## src/rtl/router_alloc_pkg.sv

```systemverilog
// Shared types and helpers for the router output-port allocator.
package router_alloc_pkg;

  typedef enum logic {
    ALLOC_IDLE   = 1'b0,
    ALLOC_LOCKED = 1'b1
  } alloc_state_e;

  function automatic int credit_width(input int depth);
    return $clog2(depth + 1);
  endfunction

  // Next round-robin index; n need not be a power of two.
  function automatic int rr_next(input int idx, input int n);
    return (idx + 1 >= n) ? 0 : idx + 1;
  endfunction

endpackage

```

## src/rtl/rr_arbiter.sv

```systemverilog
// Combinational round-robin priority arbiter: the first requester at or after
// ptr (wrapping) wins. Implemented as a minimum-distance search from ptr.
module rr_arbiter #(
  parameter int N     = 5,
  parameter int IDX_W = $clog2(N)
) (
  input  logic [N-1:0]     req,
  input  logic [IDX_W-1:0] ptr,
  output logic [N-1:0]     gnt,
  output logic [IDX_W-1:0] idx,
  output logic             any
);

  logic [IDX_W:0] best_d;
  logic [IDX_W:0] d;

  always_comb begin
    best_d = '1;
    d      = '0;
    idx    = '0;
    for (int i = 0; i < N; i++) begin
      if (IDX_W'(i) >= ptr) d = (IDX_W+1)'(i) - {1'b0, ptr};
      else                  d = (IDX_W+1)'(i + N) - {1'b0, ptr};
      if (req[i] && (d < best_d)) begin
        best_d = d;
        idx    = IDX_W'(i);
      end
    end
  end

  assign any = |req;
  assign gnt = any ? (N'(1) << idx) : '0;

endmodule

```

## src/rtl/output_port_allocator.sv

```systemverilog
// Per-output-port wormhole switch allocator with downstream credit tracking.
// Optional build macro OUTPUT_ALLOC_TURN_MASK_EN adds the turn_disable mask.
module output_port_allocator
  import router_alloc_pkg::*;
#(
  parameter int NUM_INPUTS        = 5,
  parameter int FLIT_BUFFER_DEPTH = 2,
  parameter int CREDIT_W          = credit_width(FLIT_BUFFER_DEPTH)
) (
  input  logic                          clk,
  input  logic                          rst_n,
`ifdef OUTPUT_ALLOC_TURN_MASK_EN
  input  logic [NUM_INPUTS-1:0]         turn_disable,
`endif
  input  logic [NUM_INPUTS-1:0]         req,
  input  logic [NUM_INPUTS-1:0]         req_is_tail,
  input  logic                          credit_in,
  output logic [NUM_INPUTS-1:0]         grant,
  output logic                          send_out,
  output logic                          locked,
  output logic [$clog2(NUM_INPUTS)-1:0] owner,
  output logic [CREDIT_W-1:0]           credit_count,
  output logic                          credit_err
);

  localparam int IDX_W = $clog2(NUM_INPUTS);
  localparam logic [CREDIT_W-1:0] CREDIT_MAX = CREDIT_W'(FLIT_BUFFER_DEPTH);

  alloc_state_e            state_q, state_d;
  logic [IDX_W-1:0]        owner_q, owner_d;
  logic [IDX_W-1:0]        ptr_q, ptr_d;
  logic [CREDIT_W-1:0]     credit_q;
  logic                    err_q;
  logic [NUM_INPUTS-1:0]   eligible;
  logic [NUM_INPUTS-1:0]   arb_gnt;
  logic [IDX_W-1:0]        arb_idx;
  logic                    arb_any;
  logic [NUM_INPUTS-1:0]   grant_c;
  logic                    has_credit;

`ifdef OUTPUT_ALLOC_TURN_MASK_EN
  assign eligible = req & ~turn_disable;
`else
  assign eligible = req;
`endif

  assign has_credit = (credit_q != '0);

  rr_arbiter #(
    .N     (NUM_INPUTS),
    .IDX_W (IDX_W)
  ) u_rr_arbiter (
    .req (eligible),
    .ptr (ptr_q),
    .gnt (arb_gnt),
    .idx (arb_idx),
    .any (arb_any)
  );

  always_comb begin
    grant_c = '0;
    state_d = state_q;
    owner_d = owner_q;
    ptr_d   = ptr_q;
    case (state_q)
      ALLOC_IDLE: begin
        if (has_credit && arb_any) begin
          grant_c = arb_gnt;
          owner_d = arb_idx;
          if (req_is_tail[arb_idx]) ptr_d = IDX_W'(rr_next(int'(arb_idx), NUM_INPUTS));
          else                      state_d = ALLOC_LOCKED;
        end
      end
      ALLOC_LOCKED: begin
        // Only the owner may send mid-packet; a missing req is just a bubble.
        if (has_credit && req[owner_q]) begin
          grant_c[owner_q] = 1'b1;
          if (req_is_tail[owner_q]) begin
            state_d = ALLOC_IDLE;
            ptr_d   = IDX_W'(rr_next(int'(owner_q), NUM_INPUTS));
          end
        end
      end
      default: state_d = ALLOC_IDLE;
    endcase
  end

  assign grant    = rst_n ? grant_c : '0;
  assign send_out = |grant;

  always_ff @(posedge clk or negedge rst_n) begin
    if (!rst_n) begin
      state_q <= ALLOC_IDLE;
      owner_q <= '0;
      ptr_q   <= '0;
    end else begin
      state_q <= state_d;
      owner_q <= owner_d;
      ptr_q   <= ptr_d;
    end
  end

  // Simultaneous send and credit return cancel; overflow saturates and sticks.
  always_ff @(posedge clk or negedge rst_n) begin
    if (!rst_n) begin
      credit_q <= CREDIT_MAX;
      err_q    <= 1'b0;
    end else if (credit_in && !send_out) begin
      if (credit_q == CREDIT_MAX) err_q <= 1'b1;
      else                        credit_q <= credit_q + CREDIT_W'(1);
    end else if (send_out && !credit_in) begin
      credit_q <= credit_q - CREDIT_W'(1);
    end
  end

  assign locked       = (state_q == ALLOC_LOCKED);
  assign owner        = owner_q;
  assign credit_count = credit_q;
  assign credit_err   = err_q;

endmodule

```

## config.mk

```make
export PLATFORM = sky130hd
export DESIGN_NAME = output_port_allocator
export DESIGN_NICKNAME = d
export VERILOG_FILES = /design/src/rtl/router_alloc_pkg.sv /design/src/rtl/rr_arbiter.sv /design/src/rtl/output_port_allocator.sv
export SDC_FILE = /design/constraint.sdc
export NUM_CORES = 1
export LEC_CHECK = 0
export CAP_MARGIN = 15
export CORE_ASPECT_RATIO = 1.4
export CORE_MARGIN = 2
export CORE_UTILIZATION = 52
export CTS_BUF_LIST = sky130_fd_sc_hd__clkbuf_4 sky130_fd_sc_hd__clkbuf_8 sky130_fd_sc_hd__clkbuf_16
export DETAILED_ROUTE_END_ITERATION = 16
export PLACE_DENSITY = 0.78
export SLEW_MARGIN = 15
export SYNTH_ARGS = -nofsm -noshare
export SYNTH_HDL_FRONTEND = slang
export SYNTH_SLANG_ARGS = --single-unit
```

## constraint.sdc

```tcl
create_clock -name clk -period 9.3 [get_ports clk]
set_input_delay 1.86 -clock clk [delete_from_list [all_inputs] [get_ports clk]]
set_output_delay 1.86 -clock clk [all_outputs]
set_load 0.05 [all_outputs]
```

## After elaboration in Yosys (flattened, before gate mapping)

Cells that the tools add are included.

- Register bits after elaboration: 10
- Bits of input ports: 13
- Output and inout port bits: 13
- Logic and storage cells: 103

- Add/sub/neg operators: 14
- Order comparisons: 15
- Equal/unequal tests: 6
- Shift-type cells: 1
- Multiplexer cells: 41
- Bitwise logic cells: 1
- Reductions and logical operators: 20

Operators with widths:

| operator | number |
|---|---|
| 2-to-1 mux 4 bit | 9 |
| 2-to-1 mux 3 bit | 7 |
| 2-to-1 mux 5 bit | 4 |
| < comparator 4 bit | 4 |
| subtractor 3 x 3 -> 4 bit (first input constant) | 4 |
| logical AND 1 bit | 10 |
| 2-to-1 mux 2 bit | 5 |
| case mux 5 bit (2 select lines) | 1 |
| OR reduction 5 bit | 2 |
| binary-select mux 1 bit (select 3 bit) | 3 |
| 2-to-1 mux 1 bit | 9 |
| adder 3 x 1 -> 4 bit (second input constant) | 2 |
| greater-or-equal comparator 4 x 3 -> 1 bit (second input constant) | 2 |
| < comparator 3 x 4 -> 1 bit (second input constant) | 2 |
| subtractor 1 x 3 -> 4 bit (first input constant) | 2 |
| subtractor 2 x 3 -> 4 bit (first input constant) | 2 |
| subtractor 4 x 3 -> 4 bit (first input constant) | 2 |
| greater-or-equal comparator 1 x 3 -> 1 bit (first input constant) | 2 |
| greater-or-equal comparator 2 x 3 -> 1 bit (first input constant) | 2 |
| != test 2 bit (second input constant) | 3 |
| case mux 3 bit (2 select lines) | 1 |
| AND reduction 2 bit | 3 |
| left shift 1 x 3 -> 5 bit (first input constant) | 1 |
| < comparator 4 bit (second input constant) | 1 |
| other kinds (12) | 15 |

## Logic depth before layout (Yosys ltp)

Gate-level depths: netlist of the first run.

- Depth after elaboration: 27
- Gate-level depth with buffers: 41
- Depth with buffers taken out: 40

## By module

Synthesis of the first run repeated with hierarchy kept, for this count alone.

- Cells, all modules: 250
- Area total of the unflattened synthesis: 2132.0 sq um

Modules (own cells, without submodules):

| module | instances | cells an instance | area an instance (sq um) | seq. area each (sq um) |
|---|---|---|---|---|
| rr_arbiter | 1 | 144 | 1199.9 | 0.0 |
| output_port_allocator | 1 | 106 | 932.1 | 251.5 |

## Least setup slack after synthesis of the first run

Ideal clock, no wire load.

- Path type: input -> output
- From: in req[0]
- To: out send_out
- Data arrival time: 8516 ps
- Path slack: -1076 ps
- Stages on the path: 35
- Cells stage by stage: a21boi_4 -> o211a_1 -> ha_1 -> buf_2 -> nand2_1 -> nand4b_1 -> o221ai_2 -> nand2b_1 -> nor2_1 -> a21o_1 -> ha_1 -> inv_1 -> nor2_1 -> a21oi_1 -> o21a_1 -> nand2_1 -> mux2i_1 -> ha_1 -> nand3_1 -> a31o_2 -> o21ai_0 -> nand2_1 -> nor2_1 -> a21oi_1 -> ha_1 -> inv_1 -> a211oi_1 -> a211oi_4 -> o21a_4 -> nor2_1 -> ha_1 -> a21oi_1 -> nor2b_1 -> nor4_4 -> inv_1

- Word-level cells in the longest chain between the ends: 20
- Elaborated cells between the ends (all ways): 29
- Those cells by class: 4 x order compare; 1 x shift; 15 x mux; 9 x reduce/logical

RTL lines:

| what | line | text |
|---|---|---|
| start, declared | output_port_allocator.sv:15 | `input logic [NUM_INPUTS-1:0] req,` |
| logical AND 1 bit | rr_arbiter.sv:24 | `if (req[i] && (d < best_d)) begin` |
| 2-to-1 mux 4 bit | rr_arbiter.sv:24 |  |
| < comparator 4 bit | rr_arbiter.sv:24 |  |
| logical AND 1 bit | rr_arbiter.sv:24 |  |
| 2-to-1 mux 4 bit | rr_arbiter.sv:24 |  |
| < comparator 4 bit | rr_arbiter.sv:24 |  |
| logical AND 1 bit | rr_arbiter.sv:24 |  |
| 2-to-1 mux 4 bit | rr_arbiter.sv:24 |  |
| (+5 left out) | n/a |  |
| 2-to-1 mux 3 bit | rr_arbiter.sv:24 |  |
| left shift 1 x 3 -> 5 bit | rr_arbiter.sv:32 | `assign gnt = any ? (N'(1) << idx) : '0;` |
| 2-to-1 mux 5 bit | rr_arbiter.sv:32 |  |
| 2-to-1 mux 5 bit | output_port_allocator.sv:67 | `if (has_credit && arb_any) begin` |
| case mux 5 bit (2 select lines) (*) | output_port_allocator.sv:65 | `case (state_q)` |
| 2-to-1 mux 5 bit (*) | output_port_allocator.sv:88 | `assign grant = rst_n ? grant_c : '0;` |
| net grant[3] | output_port_allocator.sv:18 | `output logic [NUM_INPUTS-1:0] grant,` |
| OR reduction 5 bit (*) | output_port_allocator.sv:89 | `assign send_out = \|grant;` |
| end, declared | output_port_allocator.sv:19 | `output logic send_out,` |

The timed path passes the listed nets; every way through them passes the cells marked *. The select of a mux whose other input is x is not followed.

## Final worst setup path of the first run

- From: in req[0]
- To: out send_out

- Word-level cells in the longest chain between the ends: 20
- Elaborated cells between the ends (all ways): 29
- Those cells by class: 4 x order compare; 1 x shift; 15 x mux; 9 x reduce/logical

RTL lines:

| what | line | text |
|---|---|---|
| logical AND 1 bit (*) | rr_arbiter.sv:24 |  |
| 2-to-1 mux 4 bit (*) | rr_arbiter.sv:24 |  |
| < comparator 4 bit | rr_arbiter.sv:24 |  |
| logical AND 1 bit | rr_arbiter.sv:24 |  |
| 2-to-1 mux 4 bit (*) | rr_arbiter.sv:24 |  |
| < comparator 4 bit | rr_arbiter.sv:24 |  |
| logical AND 1 bit | rr_arbiter.sv:24 |  |
| 2-to-1 mux 4 bit | rr_arbiter.sv:24 |  |
| (+5 left out) | n/a |  |
| 2-to-1 mux 3 bit (*) | rr_arbiter.sv:24 |  |
| net arb_idx[1] | output_port_allocator.sv:36 | `logic [IDX_W-1:0] arb_idx;` |
| left shift 1 x 3 -> 5 bit (*) | rr_arbiter.sv:32 |  |
| 2-to-1 mux 5 bit (*) | rr_arbiter.sv:32 |  |
| 2-to-1 mux 5 bit (*) | output_port_allocator.sv:67 |  |
| case mux 5 bit (2 select lines) (*) | output_port_allocator.sv:65 |  |
| 2-to-1 mux 5 bit (*) | output_port_allocator.sv:88 |  |
| OR reduction 5 bit (*) | output_port_allocator.sv:89 |  |

Marks and branches as above.

==> results.py, run 1 <==
metrics = {
    "sta": {
        "setup_viol": 1,
        "hold_viol_final": 0,
        "fmaxAchievable_mhz": 106,
        "slew_violations": 0,
        "grt_setup_unrepaired": "yes",
        "period_share": 1.01,
        "worstMarginPinSlew_ns": 0.708,
        "relSlewSlack": 0.526,
        "fin_ws_ns": -0.121,
        "fin_crit_ns": 9.42,
        "finalSetupTns_ns": -0.121,
        "finClkSkew_ns": 0.00584,
    },
    "detailed_routing": {
        "post_drt_wl_per_cell_um": 18.0,
        "drt_wl_total_mm": 7.22,
        "vias": 2537,
        "vias_per_cell": 6.34,
        "firstDrtPassIters": 5,
        "post-route-drc-count": 0,
        "antenna_left": 0,
        "dr.first_iter.drc_count": 175,
    },
    "floorplanning": {
        "fp.dieW_um": 58.4,
        "initial_core_util": 0.546,
        "core_area_sq_um": 3950,
        "die_h_um": 80.2,
        "rows": 27,
        "dieArea_sq_um": 4690,
        "io_pins": 26,
    },
    "clock_tree": {
        "clkTransAtPathRegs_ns": 0.05,
        "worstSkewPairLatency_ns": 0.24,
        "cts_tree": "built",
        "cts_buffers": 3,
        "cts-htree-levels": 1,
        "cts_sinks": 10,
        "cts_hold_buf": 0,
        "clk_path_buf_depth": 2,
        "clockRootBuffer": "clkbuf_8",
    },
    "finish": {
        "area_growth_pct": 45.9,
        "drive_gt1_frac": 0.347,
        "antenna_cells": 0,
        "nets": 398,
    },
    "synth": {
        "synth_top_area_share": 0.157,
        "synth_most_common_cell": "nor2_1",
        "synth_cells": 279,
        "ys.flop_type": "dfrtp_1",
        "synthDistinctLibCells": 65,
        "yosysTopAreaCell": "ha_1",
        "syn-num-nets": 319,
        "ys_top_cells_by_count": "28 x nor2_1, 27 x ha_1, 26 x nand2_1",
        "async_reset_ff_frac": 1.00,
        "synth_area_leaders": "ha_1 16%, dfrtp_1 10%, a21oi_1 5.3%, nor2_1 4.9%, mux2i_1 4.6%",
        "synth_edf_count": 0,
        "ys_seq_elements": 10,
        "ys_seq_area_frac": 0.117,
        "yosysWarningCount": 0,
        "syn_area_per_cell_sq_um": 7.73,
        "syn_area_sq_um": 2160,
    },
    "outcome": {
        "violations": "setup timing",
        "status": "finished with violations",
    },
    "critical_path": {
        "end_kind": "output port",
        "arrival_ns": 7.56,
        "start_kind": "input port",
        "worstPathRequired_ns": 7.44,
        "cp_slowest_cell": "ha_1",
        "worstSetupPathType": "input port to output port",
        "cp_max_fo": 5,
        "cpPeakStageDelay_ns": 0.32,
    },
    "placement": {
        "hpwl_mm": 5.26,
        "place.gp.congestion": 0.919,
        "port_buffers": 25,
        "pre_cts_ws_ns": -0.497,
    },
    "global_route": {
        "antenna_found_initial": 0,
        "grtUsageTotal": 0.314,
        "grt_pass1_wl_mm": 11.5,
        "grt_max_degree": 17,
        "gr-total-overflow": 0,
        "grt_pass1_vias": 2634,
    },
    "min_path": {
        "hold_path.class": "flip-flop to flip-flop",
    },
    "job": {
        "maxCapViolations": 0,
    },
}
-- final timing paths --
check / cells after the start / end / startpoint / slack (ns)
setup / recovery: 38 / send_out / req[0] / -0.12
hold / removal: 1 / credit_err / credit_err / 0.48
setup reg to reg: 40 / credit_count[0] / ptr_q[2] / 2.30
hold reg to reg: 1 / credit_err / credit_err / 0.48
max in group asynchronous: 1 / ptr_q[2] / rst_n / 6.83
min in group asynchronous: 1 / owner[1] / rst_n / 2.03
-- critical path, delay by kind of cell --
kind | cells | cell delay [ns]
adder cells (fa/ha/maj) | 5 | 1.24
multiplexers | 2 | 0.41
AND/OR/NAND/NOR | 13 | 1.15
AO/OA/AOI/OAI | 11 | 2.00
buffers and inverters | 7 | 0.88
-- registers in the layout, summed over array words and instances, names as in the netlist --
signal / count
credit_count: 2
credit_err: 1
locked: 1
owner: 3
ptr_q: 3
-- area by class of cell --
cell class | instances | area, sq um
flip-flops and latches | 10 | 251
well taps | 43 | 53.8
multi-input cells | 238 | 1960
fillers | 251 | 806
clock buffers | 4 | 55.1
repair buffers | 83 | 741
inverters | 22 | 87.6
-- what timing repair did --
action / 4_1_cts / 5_1_grt
pin swaps: 20 / 18
endpoints found under the setup margin: 5 / 5
gates resized for setup: 16 / 16
buffers inserted: 11 / 5
-- metrics by stage --
| step | utilization | hold slack, ns | std cells | area, sq um |
|---|---|---|---|---|
| 3_3_place_gp | 0.720 | 0.454 | 380 | 2850 |
| 5_1_grt | 0.796 | 0.481 | 400 | 3150 |
| 4_1_cts | 0.767 | 0.477 | 395 | 3030 |
| 2_1_floorplan | - | 0.623 | 279 | 2240 |
| 6_report | 0.796 | 0.481 | 400 | 3150 |
| 3_5_place_dp | 0.720 | 0.462 | 380 | 2850 |
-- kinds of logic after synthesis --
kind of cell,count (synthesis),share of synthesized area
AOI/OAI and AO/OA,82,0.300
and+or+nand+nor,107,0.253
xor gates and xnor gates,5,0.0203
DFF,10,0.117
adders and majority gates,27,0.157
muxes,17,0.0934
buffers and inverters,31,0.0592
-- cell usage in the layout, fill, tap and decap left out, types with 3 or more instances in the layout --
| cell | netlist | routed |
|---|---|---|
| o211ai_1 | 4 | 4 |
| a21oi_2 | 1 | 6 |
| and2_1 | 6 | 5 |
| nand2b_1 | 14 | 12 |
| mux2i_1 | 10 | 10 |
| nor3_1 | 4 | 4 |
| ha_1 | 27 | 22 |
| a211oi_1 | 6 | 5 |
| nand2_1 | 26 | 23 |
| o22ai_1 | 4 | 4 |
| nor2_1 | 28 | 23 |
| nand2_2 | 0 | 3 |
| clkbuf_8 | 0 | 4 |
| a21oi_1 | 23 | 16 |
| buf_12 | 0 | 4 |
| clkdlybuf4s50_1 | 0 | 18 |
| inv_1 | 19 | 16 |
| nand3_1 | 10 | 10 |
| mux2_2 | 5 | 4 |
| dfrtp_1 | 9 | 9 |
| ha_4 | 0 | 4 |
| xnor2_1 | 3 | 3 |
| buf_4 | 0 | 56 |
| o21ai_0 | 7 | 6 |
| buf_6 | 1 | 4 |
| a21o_1 | 5 | 5 |
| a31oi_1 | 3 | 3 |
| nor2_4 | 0 | 3 |
| nor2b_1 | 4 | 3 |
-- metal layers --
layer / global-route usage / vias to the layer above / wire (um)
met5: 0 / - / 0
met4: 0.177 / 0 / 410
met1: 0.322 / 1177 / 2530
met3: 0.0258 / 42 / 396
met2: 0.599 / 132 / 3880
li1: - / 1186 / -
Power of run 1 is left out: the tool's default activity adds up to more than one toggle a clock period on the data nets, which glitch-free logic cannot reach.
==> run 2, diff against run 1 <==
--- a/config.mk
+++ b/config.mk
@@ -9,10 +9,10 @@
 export CORE_ASPECT_RATIO = 1.4
 export CORE_MARGIN = 2
 export CORE_UTILIZATION = 52
-export CTS_BUF_LIST = sky130_fd_sc_hd__clkbuf_4 sky130_fd_sc_hd__clkbuf_8 sky130_fd_sc_hd__clkbuf_16
+export CTS_CLUSTER_SIZE = 20
 export DETAILED_ROUTE_END_ITERATION = 16
 export PLACE_DENSITY = 0.78
-export SLEW_MARGIN = 15
+export SLEW_MARGIN = 20
 export SYNTH_ARGS = -nofsm -noshare
 export SYNTH_HDL_FRONTEND = slang
 export SYNTH_SLANG_ARGS = --single-unit
==> results of run 2 <==
The final DEF is identical to that of run 1; final timing and power are the same.
Power of run 2 is left out for the same reason.
==> run 3, diff against run 2 <==
==> constraint.sdc (replaced) <==
create_clock -name clk -period 9.3 [get_ports clk]
set_input_delay 1.395 -clock clk [delete_from_list [all_inputs] [get_ports clk]]
set_output_delay 1.395 -clock clk [all_outputs]
set_load 0.05 [all_outputs]
==> run 3 against run 2 <==
Net effect:
- the flow now finishes without violations
- non-clock buffer count is 32 lower
- utilization is 8.1 points lower
- sequential cell count unchanged
- wire length decreased by 5.3%
- count of clock-buffer cells in the layout stayed put
- largest cell class unchanged
==> results.py, run 3 (same netlist as run 1, synthesis figures left out) <==
metrics = {
    "detailed_routing": {
        "vias": 2422,
        "wl_met3_um": 331,
        "antenna_left": 0,
        "post-route-drc-count": 0,
        "drt-met1-wl_mm": 2.56,
        "firstDrtPassIters": 4,
        "drt_wl_total_mm": 6.83,
        "wl_met2_mm": 3.44,
        "maxUsedRoutingLayer": "met4",
        "post_drt_wl_per_cell_um": 18.6,
        "vias_per_cell": 6.58,
        "dr.first_iter.drc_count": 101,
    },
    "critical_path": {
        "end_kind": "output port",
        "cp_slowest_cell": "nor4_4",
        "worstSetupPathType": "input port to output port",
        "arrival_ns": 7.62,
        "cpPeakStageDelay_ns": 0.37,
        "worstPathRequired_ns": 7.91,
        "start_kind": "input port",
        "reg2reg_setup_slack_ns": 1.61,
        "cp_max_fo": 4,
    },
    "finish": {
        "fin_cells": 368,
        "most-common-layout-cells": "26 x buf_4, 24 x nor2_1, 24 x ha_1",
        "nets": 366,
        "antenna_cells": 0,
        "layout_commonest_cell": "buf_4",
        "fill_cells": 324,
        "area_growth_pct": 31.1,
        "drive_gt1_frac": 0.252,
    },
    "sta": {
        "hold_viol_final": 0,
        "finalSetupTns_ns": 0,
        "period_share": 0.970,
        "fin_crit_ns": 9.02,
        "fmaxAchievable_mhz": 111,
        "fin_ws_ns": 0.283,
        "grt_setup_unrepaired": "no",
        "finClkSkew_ns": 0.00738,
        "setup_viol": 0,
        "worstMarginPinSlew_ns": 0.678,
        "slew_violations": 0,
        "relSlewSlack": 0.547,
    },
    "clock_tree": {
        "cts_buffers": 3,
        "cts_sinks": 10,
        "worstSkewPairLatency_ns": 0.24,
        "cts_hold_buf": 0,
        "clkTransAtPathRegs_ns": 0.04,
        "cts-htree-levels": 1,
        "clockRootBuffer": "clkbuf_8",
        "clk_path_buf_depth": 2,
        "cts_tree": "built",
    },
    "global_route": {
        "grt_max_degree": 17,
        "grtUsageTotal": 0.288,
        "gr-total-overflow": 0,
        "grt_pass1_wl_mm": 10.5,
        "grt_pass1_vias": 2344,
        "antenna_found_initial": 0,
    },
    "placement": {
        "hpwl_mm": 4.91,
        "place.gp.congestion": 0.937,
        "placed_cells": 354,
        "port_buffers": 25,
        "pre_cts_ws_ns": -0.294,
    },
    "outcome": {
        "status": "complete, no violations",
    },
    "floorplanning": {
        "fp.dieW_um": 58.4,
        "die_h_um": 80.2,
        "io_pins": 26,
        "dieArea_sq_um": 4690,
        "rows": 27,
        "core_area_sq_um": 3950,
        "initial_core_util": 0.546,
    },
    "job": {
        "maxCapViolations": 0,
    },
    "min_path": {
        "hold_path.class": "flip-flop to flip-flop",
    },
}
run 3: through the flow:
stage	utilization	cell area (sq um)	hold WS (ns)
2_1_floorplan	-	2160	0.623
3_3_place_gp	0.654	2590	0.449
3_5_place_dp	0.654	2590	0.459
4_1_cts	0.669	2640	0.468
5_1_grt	0.715	2830	0.490
6_report	0.715	2830	0.470
run 3: cell type report:
| cell class | instances | area (sq um) | share of cell area |
|---|---|---|---|
| inverter | 22 | 82.6 | 0.0292 |
| sequential | 10 | 253 | 0.0894 |
| timing repair buffer | 51 | 499 | 0.177 |
| tap | 43 | 53.8 | 0.0190 |
| clock buffer | 4 | 45.0 | 0.0159 |
| multi-input combinational | 238 | 1890 | 0.670 |
run 3: worst paths after layout:
check,to,startpoint,cells after the start
max in group asynchronous,ptr_q[2],rst_n,1
worst max-delay path,send_out,req[0],37
worst min-delay path,credit_err,credit_err,1
min in group asynchronous,owner[1],rst_n,1
worst max register to register,credit_count[1],ptr_q[2],39
worst min register to register,credit_err,credit_err,1
run 3: per-layer routing:
metal | GRT usage | vias to the layer above
li1 | - | 1116
met1 | 0.305 | 1145
met2 | 0.528 | 115
met3 | 0.0274 | 46
met4 | 0.181 | 0
met5 | 0 | -
run 3: worst max-delay path, delay by kind of cell:
| family | cells | cell delay, ns |
|---|---|---|
| AOI/OAI and AO/OA | 12 | 2.15 |
| buffers and inverters | 5 | 0.53 |
| and+or+nand+nor | 13 | 1.67 |
| adders and majority gates | 5 | 1.38 |
| muxes | 2 | 0.47 |
run 3: timing repair:
item | CTS | global route
buffers inserted | 0 | 10
resized for setup | 3 | 25
pin swaps | 3 | 21
endpoints found under the setup margin | 1 | 4
cloned | 0 | 0
Power of run 3 is left out for the same reason.
